$ cat config.mk
export PLATFORM = sky130hd
export DESIGN_NAME = r2p_sched
export DESIGN_NICKNAME = d
export VERILOG_FILES = /design/src/rtl/r2p_sched_pkg.sv /design/src/rtl/rr_arb.sv /design/src/rtl/r2p_sched.sv
export SDC_FILE = /design/constraint.sdc
export NUM_CORES = 1
export LEC_CHECK = 0
export BUFFER_PORTS_ARGS = -buffer_cell sky130_fd_sc_hd__buf_4
export CAP_MARGIN = 40
export CELL_PAD_IN_SITES_DETAIL_PLACEMENT = 0
export CELL_PAD_IN_SITES_GLOBAL_PLACEMENT = 2
export CORE_MARGIN = 1.5
export CORE_UTILIZATION = 22
export CTS_BUF_LIST = sky130_fd_sc_hd__clkbuf_8
export CTS_CLUSTER_SIZE = 12
export DETAILED_ROUTE_END_ITERATION = 8
export GPL_TIMING_DRIVEN = 0
export PLACE_DENSITY = 0.76
export RECOVER_POWER = 100
export SYNTH_ARGS = -nofsm -noshare
export SYNTH_HDL_FRONTEND = slang
export SYNTH_SLANG_ARGS = --single-unit
export TNS_END_PERCENT = 20
$ cat constraint.sdc
create_clock -name clk -period 2.02 [get_ports clk]
set_input_delay 0.202 -clock clk [delete_from_list [all_inputs] [get_ports clk]]
set_output_delay 0.202 -clock clk [all_outputs]
set_load 0.05 [all_outputs]
$ cat src/rtl/r2p_sched_pkg.sv
// Shared state encoding and default widths for the r2p round-robin scheduler.
package r2p_sched_pkg;
  typedef enum logic [1:0] {
    IDLE  = 2'd0,
    ISSUE = 2'd1,
    WAIT  = 2'd2
  } state_t;

  localparam int NCH_D = 4;
  localparam int DSZ_D = 16;
  localparam int PSZ_D = 16;
  localparam int CHW_D = 2;
  localparam int TMO_D = 63;
endpackage

$ cat src/rtl/rr_arb.sv
// Combinational round-robin priority encoder: first requester after ptr wins.
module rr_arb #(
  parameter int NCH = 4,
  parameter int CHW = 2
) (
  input  logic [NCH-1:0] req,
  input  logic [CHW-1:0] ptr,
  output logic [CHW-1:0] gnt,
  output logic           any
);
  logic [CHW-1:0] idx;
  logic           found;

  always_comb begin
    gnt   = '0;
    found = 1'b0;
    idx   = ptr;
    any   = |req;
    for (int i = 0; i < NCH; i++) begin
      idx = (idx == CHW'(NCH-1)) ? '0 : idx + CHW'(1);
      if (req[idx] && !found) begin
        gnt   = idx;
        found = 1'b1;
      end
    end
  end
endmodule

$ cat src/rtl/r2p_sched.sv
// Round-robin scheduler sharing one r2p CORDIC core among NCH channels.
// Optional watchdog on the core response: define R2P_SCHED_WDOG_EN.
module r2p_sched
  import r2p_sched_pkg::*;
#(
  parameter int NCH = NCH_D,
  parameter int DSZ = DSZ_D,
  parameter int PSZ = PSZ_D,
  parameter int CHW = CHW_D,
  parameter int TMO = TMO_D
) (
  input  logic               clk,
  input  logic               reset_n,
  input  logic [NCH-1:0]     req,
  input  logic [NCH*DSZ-1:0] x_in,
  input  logic [NCH*DSZ-1:0] y_in,
  output logic [NCH-1:0]     ack,
  output logic               core_ena,
  output logic [DSZ-1:0]     core_x,
  output logic [DSZ-1:0]     core_y,
  input  logic               core_valid,
  input  logic [DSZ-1:0]     core_mag,
  input  logic [PSZ-1:0]     core_angle,
  output logic               res_valid,
  output logic [CHW-1:0]     res_ch,
  output logic [DSZ-1:0]     res_mag,
  output logic [PSZ-1:0]     res_angle,
  output logic               busy,
  output logic               err
);
  state_t         state;
  logic [CHW-1:0] ptr, gch, gnt;
  logic           any;
  logic           wd_fire;

  rr_arb #(.NCH(NCH), .CHW(CHW)) u_arb (
    .req (req),
    .ptr (ptr),
    .gnt (gnt),
    .any (any)
  );

`ifdef R2P_SCHED_WDOG_EN
  localparam int CW = $clog2(TMO + 1);
  logic [CW-1:0] wcnt;
  logic          err_q;

  // wcnt is 0 on the first WAIT cycle, so the fire lands after exactly TMO WAIT cycles
  assign wd_fire = (state == WAIT) && !core_valid && (wcnt == CW'(TMO - 1));
  assign err     = err_q;

  always_ff @(posedge clk or negedge reset_n) begin
    if (!reset_n) begin
      wcnt  <= '0;
      err_q <= 1'b0;
    end else begin
      wcnt <= (state == WAIT) ? wcnt + CW'(1) : '0;
      if (wd_fire) err_q <= 1'b1;
    end
  end
`else
  assign wd_fire = 1'b0;
  assign err     = 1'b0;
`endif

  always_ff @(posedge clk or negedge reset_n) begin
    if (!reset_n) begin
      state     <= IDLE;
      ptr       <= CHW'(NCH - 1);
      gch       <= '0;
      ack       <= '0;
      core_ena  <= 1'b0;
      core_x    <= '0;
      core_y    <= '0;
      res_valid <= 1'b0;
      res_ch    <= '0;
      res_mag   <= '0;
      res_angle <= '0;
      busy      <= 1'b0;
    end else begin
      ack       <= '0;
      core_ena  <= 1'b0;
      res_valid <= 1'b0;
      case (state)
        IDLE: if (any) begin
          core_x <= x_in[int'(gnt)*DSZ +: DSZ];
          core_y <= y_in[int'(gnt)*DSZ +: DSZ];
          gch    <= gnt;
          ptr    <= gnt;
          ack    <= NCH'(1) << gnt;
          busy   <= 1'b1;
          state  <= ISSUE;
        end
        ISSUE: begin
          core_ena <= 1'b1;
          state    <= WAIT;
        end
        WAIT: if (core_valid) begin
          res_mag   <= core_mag;
          res_angle <= core_angle;
          res_ch    <= gch;
          res_valid <= 1'b1;
          busy      <= 1'b0;
          state     <= IDLE;
        end else if (wd_fire) begin
          busy  <= 1'b0;
          state <= IDLE;
        end
        default: begin
          busy  <= 1'b0;
          state <= IDLE;
        end
      endcase
    end
  end
endmodule

# Yosys cells after proc, flatten, opt, wreduce, memory -nomap -nowiden
# Cells that the tools add are included.
[totals] register_bits=79 latch_bits=0 ramBits=0 rom_bits=0 input_bits=167 out_inout_bits=74 word_cells=74 n_memories=0
[op_classes] addsub=4 n_mul=0 div_mod_pow=0 order_cmp=4 n_eq_ne=8 shifts=3 mux=30 bitwise_logic=1 reduce_logical=12
[op_table] operator="64-bit by 7-bit variable part select with 16-bit output" n=2
[op_table] operator="2-bit 2-to-1 mux" n=10
[op_table] operator="2-bit by 3-bit less-than comparator with 1-bit output (second input constant)" n=4
[op_table] operator="1-bit 2-to-1 mux" n=12
[op_table] operator="2-bit equality test (second input constant)" n=5
[op_table] operator="2-bit by 1-bit adder with 2-bit output (second input constant)" n=4
[op_table] operator="1-bit binary-select mux with 2-bit select" n=4
[op_table] operator="4-bit 2-to-1 mux" n=2
[op_table] operator="2-bit one-hot mux with 3 select lines" n=1
[op_table] operator="2-bit AND reduction" n=3
[op_table] operator="2-bit != test (second input constant)" n=2
[op_table] operator="4-bit OR reduction" n=1
[op_table] operator="1-bit by 2-bit left shift with 4-bit output (first input constant)" n=1
[op_table] operator="1-bit logical AND" n=3
[op_table] operator="1-bit logical NOT" n=3
[op_table] operator="1-bit one-hot mux with 3 select lines" n=1
[op_table] operator="3-bit AND reduction" n=1
[op_table] operator="2-bit by 1-bit equality test with 1-bit output (second input constant)" n=1
[op_table] operator="2-bit logical NOT" n=1
[op_table] operator="1-bit inverter" n=1

# Logic depth before layout (Yosys ltp)
# Gate-level depths: netlist of the first run.
[logic_depth] depth_word=17 ltp_mapped=8 depth_no_buf=6

# By module
# From an unflattened synthesis of the first run, not the netlist that was laid out.
[hier_totals] hier_cells=305 area_unflattened_um2=3931.3
[modules_own_cells] module="r2p_sched" n_inst=1 cells_each=291 area_per_inst_um2=3847.4 seq_area_each_um2=1979.4
[modules_own_cells] module="rr_arb" n_inst=1 cells_each=14 area_per_inst_um2=83.8 seq_area_each_um2=0.0

# Least setup slack after synthesis of the first run
# No wires, ideal clock.
[synth_path] path_type="reg-to-reg" start="register ptr[0]" end="register core_x[0]" setup_time_ns=0.132 arrival_ns=1.779 required_ns=1.888 slack_ns=0.109 stages_incl_launch_ff=7 path_buffers=2 period_less_slack_ns=1.911 path_cell_list="dfstp_2 -> ha_1 -> o21ai_2 -> buf_4 -> buf_4 -> mux2i_1 -> o221ai_2"
[synth_via] elab_chain_len=15 elab_cells_between_ends=34 cone_classes="add/sub: 4; eq/ne: 4; shift: 1; mux: 19; reduce/logical: 6"
[synth_lines] item="start, declared" line="r2p_sched.sv:32" rtl="logic [CHW-1:0] ptr, gch, gnt;"
[synth_lines] item="start signal, assigned" line="r2p_sched.sv:69" rtl="ptr <= CHW'(NCH - 1);"
[synth_lines] item="start signal, assigned" line="r2p_sched.sv:89" rtl="ptr <= gnt;"
[synth_lines] item="2-bit by 1-bit adder with 2-bit output / 2-bit equality test (equally long branches)" line="rr_arb.sv:20" rtl="idx = (idx == CHW'(NCH-1)) ? '0 : idx + CHW'(1);"
[synth_lines] item="2-bit 2-to-1 mux *" line="rr_arb.sv:20"
[synth_lines] item="branches (longest 11 deep; another with 2-bit by 1-bit adder with 2-bit output)"
[synth_lines] item="2-bit 2-to-1 mux *" line="rr_arb.sv:21" rtl="if (req[idx] && !found) begin"
[synth_lines] item="64-bit by 7-bit variable part select with 16-bit output *" line="r2p_sched.sv:86" rtl="core_x <= x_in[int'(gnt)*DSZ +: DSZ];"
[synth_lines] item="end signal, assigned" line="r2p_sched.sv:86"
[synth_lines] item="end, declared" line="r2p_sched.sv:19" rtl="output logic [DSZ-1:0] core_x,"
# Every way passes the cells marked *. The select of a mux whose other input is x is not followed.
# A chain may end at the register's enable or synchronous reset.

# Worst setup path in the final report of the first run
[layout_path] start="register ptr[1]" end="register core_y[12]"
[layout_via] elab_chain_len=15 elab_cells_between_ends=34 cone_classes="add/sub: 4; eq/ne: 4; shift: 1; mux: 19; reduce/logical: 6"
[layout_lines] item="2-bit by 1-bit adder with 2-bit output / 2-bit equality test (equally long branches)" line="rr_arb.sv:20"
[layout_lines] item="2-bit 2-to-1 mux *" line="rr_arb.sv:20"
[layout_lines] item="branches (longest 11 deep; another with 2-bit by 1-bit adder with 2-bit output)"
[layout_lines] item="2-bit 2-to-1 mux *" line="rr_arb.sv:21"
[layout_lines] item="64-bit by 7-bit variable part select with 16-bit output *" line="r2p_sched.sv:87" rtl="core_y <= y_in[int'(gnt)*DSZ +: DSZ];"
[layout_lines] item="end signal, assigned" line="r2p_sched.sv:87"
[layout_lines] item="end, declared" line="r2p_sched.sv:20" rtl="output logic [DSZ-1:0] core_y,"
# Marked as above.

==> metrics.txt, run 1 <==
complex-gate fraction of the synthesized area=13.16%; crit path DAT=2180 ps; R2R setup slack=80 ps; Buf+Inv Stages, Crit Path=3; area leader, netlist=dfrtp_1; FP Rows=48; first-pass GRT wire length=20.29 mm; outcome=finished clean; final wirelength=13.62 mm; #FFs+latches synth=79; Setup TNS=0 ps; mux share of post-synthesis cell area=16.23%; slowest CP cell=dfstp_2; Final Total Pwr=11.75 mW; Net Count, Synth=543; Initial Utilization=22.66%; Vias/cell=4.289; crit path launch type=register; DR iter-0 viols=115; Final Hold Fails=0; die width=136.9 µm; Synth-to-Final Area Change=56.53%; critical path class=register to register; Worst-path clk slew=80 ps; CTS Sinks=79; static leakage=2.972 nW; top cell family by delay on the critical path=compound AO/OA/AOI/OAI gates; Routed Antenna Nets=0; Cell variety after synth=31; GP Congestion=0.7380; Residual DRC=0; CTS H-Tree Depth=3; CTS buffer count=9; HPWL Detailed=10.41 mm; max incr delay on CP=390 ps; Max Clk Rate=515.7 MHz; Pins Over Slew Limit=0; CP Max Fanout=10; Adder-Cell Fraction of Synth Area=0.3171%; CTS max path bufs=2; relative slew slack=26.27%; Cell Chain, Critical Path=ha_4 > o21ai_2 > o21ai_1 > o21ai_2 > buf_4 > buf_12 > buf_12 > mux2i_1 > o221ai_2; I/O pins=241; Pwr Density=1902 mW/mm²; sequential cell area fraction in the yosys report=50.16%; port bufs=239; final worst path period need=1939 ps; layout cell share with drive strength beyond 1=38.99%; initial antenna violation count=0; syn avg cell area=10.52 µm²; FILL cells=1853; worst-skew pair later-pin latency=350 ps; Critical Path End Type=register; Die H=136.9 µm; die area=0.01875 mm²; MaxCap Viol Count=0; top post-synthesis cells by area=dfrtp_1 49%, mux2i_1 16%, nand2_1 13%; Synth Instances=375; Post-Synth XOR/XNOR Area=0%; Post-Syn Area=0.003946 mm²; post-layout util=35.47%; Synth warnings=0; Hold WS=26.88 ps; RSZ-0062 raised after global routing=yes; simple-gate area share of the yosys netlist=15.73%; number of global-route vias before repair=3891; GRT Total Usage=14.20%; fin crit share=95.99%; top-area cell type share of the netlist area=48.83%; via count=3693; final setup vio count=0; nets@finish=799; largest net degree at the start of global routing=42; drt first pass iters=4; GR Overflow Total=0; Worst EP required=2260 ps; maximum vdd drop=0.0008112 V; TritonCTS clock tree=yes; CTS Root Cell=clkbuf_8; diodes inserted=0; Hold Crit Class=input port to register; largest family of logic cells by synthesized area=multiplexers; routed len/inst=15.82 µm; Slew @ Worst Pin=1106 ps; Worst Skew=9.738 ps; core area=0.01742 mm²
-- path summary, 6_finish.rpt --
path / from / cells past startpoint / end
worst min register to register: res_angle[10]$_DFFE_PN0P_ / 2 / res_angle[10]$_DFFE_PN0P_
max in group asynchronous: reset_n / 3 / ptr[1]$_DFFE_PN1P_
min in group asynchronous: reset_n / 2 / res_mag[4]$_DFFE_PN0P_
worst min-delay path: core_mag[3] / 3 / res_mag[3]$_DFFE_PN0P_
worst max register to register: ptr[1]$_DFFE_PN1P_ / 9 / core_y[12]$_DFFE_PN0P_
worst max-delay path: ptr[1]$_DFFE_PN1P_ / 9 / core_y[12]$_DFFE_PN0P_
-- what timing repair did --
action / 4_1_cts / 5_1_grt
endpoints found under the hold margin: 39 / 0
gates resized for setup: 37 / 4
setup buffers: 4 / 0
hold buffers: 1 / 0
pin swaps: 3 / 0
setup endpoints to repair: 38 / 30
-- power by group --
group | internal (mW) | switching [mW] | total, mW
Clock | 0.591 | 0.595 | 1.19
Sequential | 2.36 | 0.424 | 2.79
Combinational | 2.58 | 5.20 | 7.78
Total | 5.53 | 6.22 | 11.8
-- state kept, by name (all words and copies together), names as in the netlist --
signal / count
ack: 4
busy: 1
core_ena: 1
core_x: 16
core_y: 16
gch: 2
ptr: 2
res_angle: 16
res_ch: 2
res_mag: 16
res_valid: 1
state: 2
-- placed cells by master (no fill, tap or decap), types with 2 or more instances in the layout --
cell type | Yosys | final
buf_12 | 0 | 3
buf_4 | 6 | 176
buf_6 | 5 | 3
buf_8 | 0 | 4
clkbuf_1 | 9 | 82
clkbuf_8 | 0 | 10
dfrtp_1 | 77 | 77
dfstp_2 | 2 | 2
inv_1 | 1 | 5
mux2i_1 | 64 | 51
mux2i_2 | 0 | 8
mux2i_4 | 0 | 5
nand2_1 | 140 | 139
nor2_1 | 10 | 10
nor2b_1 | 4 | 4
o21ai_0 | 2 | 2
o21ai_2 | 1 | 2
o221ai_1 | 5 | 5
o221ai_2 | 27 | 27
-- final cells by class --
| type | count | area [µm²] | share of cell area [%] |
|---|---|---|---|
| clock inverter | 6 | 53.80 | 0.8710 |
| timing repair buffer | 245 | 1578 | 25.54 |
| inverter | 3 | 11.26 | 0.1823 |
| buffer | 25 | 220.2 | 3.565 |
| tap | 225 | 281.5 | 4.557 |
| multi-input combinational | 268 | 1916 | 31.01 |
| clock buffer | 10 | 137.6 | 2.228 |
| sequential | 79 | 1979 | 32.04 |
-- synth_stat cells, drive strengths merged --
cell type,instances
a21o,1
a21oi,2
and3,1
buf,16
clkbuf,9
clkinv,1
conb,1
dfrtp,77
dfstp,2
ha,1
inv,2
mux2i,64
nand2,140
nand3b,1
nor2,10
nor2b,4
nor4,1
o211ai,1
o21ai,5
o21bai,1
o221ai,32
o31a,1
or2,1
or3,1
-- worst min-delay path, cell delays in order --
cell and delay (ps):
buf_4 70, nand2_1 40, nand2_1 40
-- metrics by stage --
stage | cell area, µm² | setup slack (ps) | instances
global route | 6177 | -6.131 | 861
detailed placement | 6042 | -376.5 | 840
CTS | 6434 | 32.68 | 861
floorplan | 3946 | 109.4 | 375
global placement | 6022 | -316.4 | 839
finish | 6177 | 80.95 | 861
-- kinds of logic after synthesis --
logic type | Yosys count
other cells | 1
fa+ha+maj | 1
simple gates | 159
compound gates | 43
mux | 64
buf+inv | 28
flops | 79
-- routing by layer --
| layer | GRT usage, % | wire length, µm |
|---|---|---|
| met1 | 16.64 | 5610 |
| met2 | 24.15 | 6462 |
| met3 | 4.852 | 1402 |
| met4 | 4.912 | 141 |
| met5 | 0 | 0 |
No activity file was read; power rests on OpenSTA's default activity.
==> inputs of run 2 (changes only) <==
ABC_AREA = 1   (was default)
ABC_CLOCK_PERIOD_IN_PS = 2020   (was default)
PLACE_DENSITY = 0.79   (was 0.76)
==> metrics.txt, run 2 <==
Synth async-reset ratio=100.0% (unchanged); Worst-path clk slew=100 ps (was 80 ps); routed len/inst=14.77 µm (was 15.82 µm); die area=0.02387 mm² (was 0.01875 mm²); complex-gate fraction of the synthesized area=0.9415% (was 13.16%); Seq. cell area=0.001979 mm² (unchanged); diodes inserted=0 (unchanged); GR Overflow Total=0 (unchanged); FILL cells=2573 (was 1853); outcome=finished with violations (was finished clean); top-area cell type share of the netlist area=38.16% (was 48.83%); Initial Utilization=22.37% (was 22.66%); hold path depth=3 (unchanged); relative slew slack=38.36% (was 26.27%); Synth warnings=0 (unchanged); Net Count, Synth=938 (was 543); Cell variety after synth=25 (was 31); multi-input logic area=0.002628 mm² (was 0.001916 mm²); #FFs+latches synth=79 (unchanged); Synth top cells by count=303 x nand2_1, 160 x nand3_1, 138 x inv_1, 77 x dfrtp_1, 17 x buf_2 (was 140 x nand2_1, 77 x dfrtp_1, 64 x mux2i_1, 27 x o221ai_2, 10 x nor2_1); count leader, synth=nand2_1 (unchanged); Adder-Cell Fraction of Synth Area=0.2478% (was 0.3171%); worst r2r path cells=16 (was 9); CP Max Fanout=6 (was 10); largest family of logic cells by synthesized area=simple AND/OR/NAND/NOR gates (was multiplexers); Die H=154.5 µm (was 136.9 µm); Finished Layout Cells=1357 (was 861); Synth-to-Final Area Change=62.51% (was 56.53%); Hold WS=20.15 ps (was 26.88 ps); commonest non-fill, non-tap cell in the layout=nand2_1 (was buf_4); layout cell share with drive strength beyond 1=30.69% (was 38.99%); crit path DAT=2520 ps (was 2180 ps); Post-Syn Area=0.005050 mm² (was 0.003946 mm²); CTS Sinks=79 (unchanged); Vias/cell=4.237 (was 4.289); Max Clk Rate=454.2 MHz (was 515.7 MHz); FP Rows=55 (was 48); sequential cell area fraction in the yosys report=39.20% (was 50.16%); Pins Over Slew Limit=0 (unchanged); Worst EP required=2340 ps (was 2260 ps); WHS Endpoint=res_angle[6]$_DFFE_PN0P_ (was res_mag[3]$_DFFE_PN0P_); fin crit share=109.0% (was 95.99%); GP Congestion=0.7566 (was 0.7380); GRT Total Usage=16.96% (was 14.20%); largest net degree at the start of global routing=47 (was 42); syn avg cell area=6.558 µm² (was 10.52 µm²); mux share of post-synthesis cell area=0% (was 16.23%); Synth Flop Type=dfrtp_1 (unchanged); Crit Reg-Reg Startpoint=ptr[1]$_DFFE_PN1P_ (unchanged); port bufs=239 (unchanged); Critical Path End Type=register (unchanged); number of global-route vias before repair=5595 (was 3891); CTS Root Cell=clkbuf_8 (unchanged); Hold Crit Class=input port to register (unchanged); crit path launch type=register (unchanged); Final Hold Fails=0 (unchanged); Setup WS pre-CTS=-497.1 ps (was -376.5 ps); initial antenna violation count=0 (unchanged); drt first pass iters=7 (was 4); Setup WS post-layout=-181.9 ps (was 80.95 ps); top post-synthesis cells by area=dfrtp_1 38%, nand2_1 23%, nand3_1 16% (was dfrtp_1 49%, mux2i_1 16%, nand2_1 13%); R2R setup slack=-180 ps (was 80 ps); CTS buffer count=9 (unchanged); CTS H-Tree Depth=3 (unchanged); most frequent cells in the layout=277 x nand2_1, 182 x buf_4, 138 x inv_1 (was 176 x buf_4, 139 x nand2_1, 82 x clkbuf_1); Synth Instances=770 (was 375); Post-Synth XOR/XNOR Area=0% (unchanged); HPWL Detailed=14.67 mm (was 10.41 mm); die width=154.5 µm (was 136.9 µm); final setup vio count=34 (was 0); Routed Antenna Nets=0 (unchanged); EDFF count, synth=0 (unchanged); nets@finish=1235 (was 799); core area=0.02257 mm² (was 0.01742 mm²); RSZ-0062 raised after global routing=yes (unchanged); MaxCap Viol Count=0 (unchanged); failing checks=setup timing; critical hold path startpoint=core_angle[6] (was core_mag[3]); first-pass GRT wire length=31.38 mm (was 20.29 mm); worst-skew pair later-pin latency=380 ps (was 350 ps); critical path class=register to register (unchanged); final wirelength=20.04 mm (was 13.62 mm); Worst Skew=15.95 ps (was 9.738 ps); I/O pins=241 (unchanged); via count=5749 (was 3693); DR iter-0 viols=291 (was 115); TritonCTS clock tree=yes (unchanged); Slew @ Worst Pin=924.5 ps (was 1106 ps); simple-gate area share of the yosys netlist=43.36% (was 15.73%); final worst path period need=2202 ps (was 1939 ps); CTS max path bufs=2 (unchanged); DP Cell Count=1295 (was 840); Residual DRC=0 (unchanged); area leader, netlist=dfrtp_1 (unchanged); RR Endpoint=core_y[5]$_DFFE_PN0P_ (was core_y[12]$_DFFE_PN0P_)
run 2: timing repair:
item,CTS,global route
setup buffers,10,3
pin swaps,26,29
cloned,4,1
hold endpoints to repair,60,0
hold buffers,28,0
gates resized for setup,84,51
setup endpoints to repair,40,41
run 2: layout make-up:
cell class | instances | area share (%)
buffer | 44 | 5.824
clock buffer | 9 | 1.509
clock inverter | 7 | 1.082
inverter | 142 | 6.556
multi-input combinational | 506 | 32.02
sequential | 79 | 24.12
tap | 285 | 4.345
timing repair buffer | 285 | 24.55
run 2: kinds of logic after synthesis:
group                      Yosys count
adders and majority gates            1
DFF                                 79
AOI/OAI and AO/OA                    9
other                                1
buffers and inverters              186
and+or+nand+nor                    494
run 2: stage by stage:
stage	TNS, ps	area, µm²	util [%]
after floorplan	-1593	5100	-
after global placement	-16000	7251	32.12
after detailed placement	-15530	7278	32.25
after CTS	-5071	8243	36.52
after global routing	-12390	8207	36.36
final	-4766	8207	36.36
run 2: worst max path at each step:
stage | start | endpoint | slack, ps | cells after the start
global route | ptr[1]$_DFFE_PN1P_ | core_y[0]$_DFFE_PN0P_ | -320 | 18
CTS | ptr[0]$_DFFE_PN1P_ | core_y[2]$_DFFE_PN0P_ | -170 | 18
floorplan | ptr[0]$_DFFE_PN1P_ | core_x[3]$_DFFE_PN0P_ | -50 | 17
global placement | ptr[0]$_DFFE_PN1P_ | core_x[0]$_DFFE_PN0P_ | -520 | 16
detailed placement | ptr[0]$_DFFE_PN1P_ | core_y[13]$_DFFE_PN0P_ | -500 | 16
finish | ptr[1]$_DFFE_PN1P_ | core_y[5]$_DFFE_PN0P_ | -180 | 16
run 2: worst max-delay path: stages (launching register included):
cell,delay [ps]
dfstp_2,570
ha_4,230
inv_4,90
nand2_1,70
nand2_2,90
nand2_2,80
nand2_4,110
nand2_4,60
nand2_4,110
nand2_8,90
buf_12,160
buf_12,140
nand3_2,60
nand3_2,80
nand2_2,70
nand2_1,50
nand2_1,80
run 2: per-layer routing:
layer	up-vias	track usage, %	wire length [µm]
met3	9	4.007	1133
li1	2931	-	-
met2	188	26.86	9097
met1	2621	23.83	9636
met4	0	2.610	168
met5	-	0	0
Power of run 2 is not shown: default switching activity piles up to over one toggle a cycle in this logic, so the estimate is an artifact.
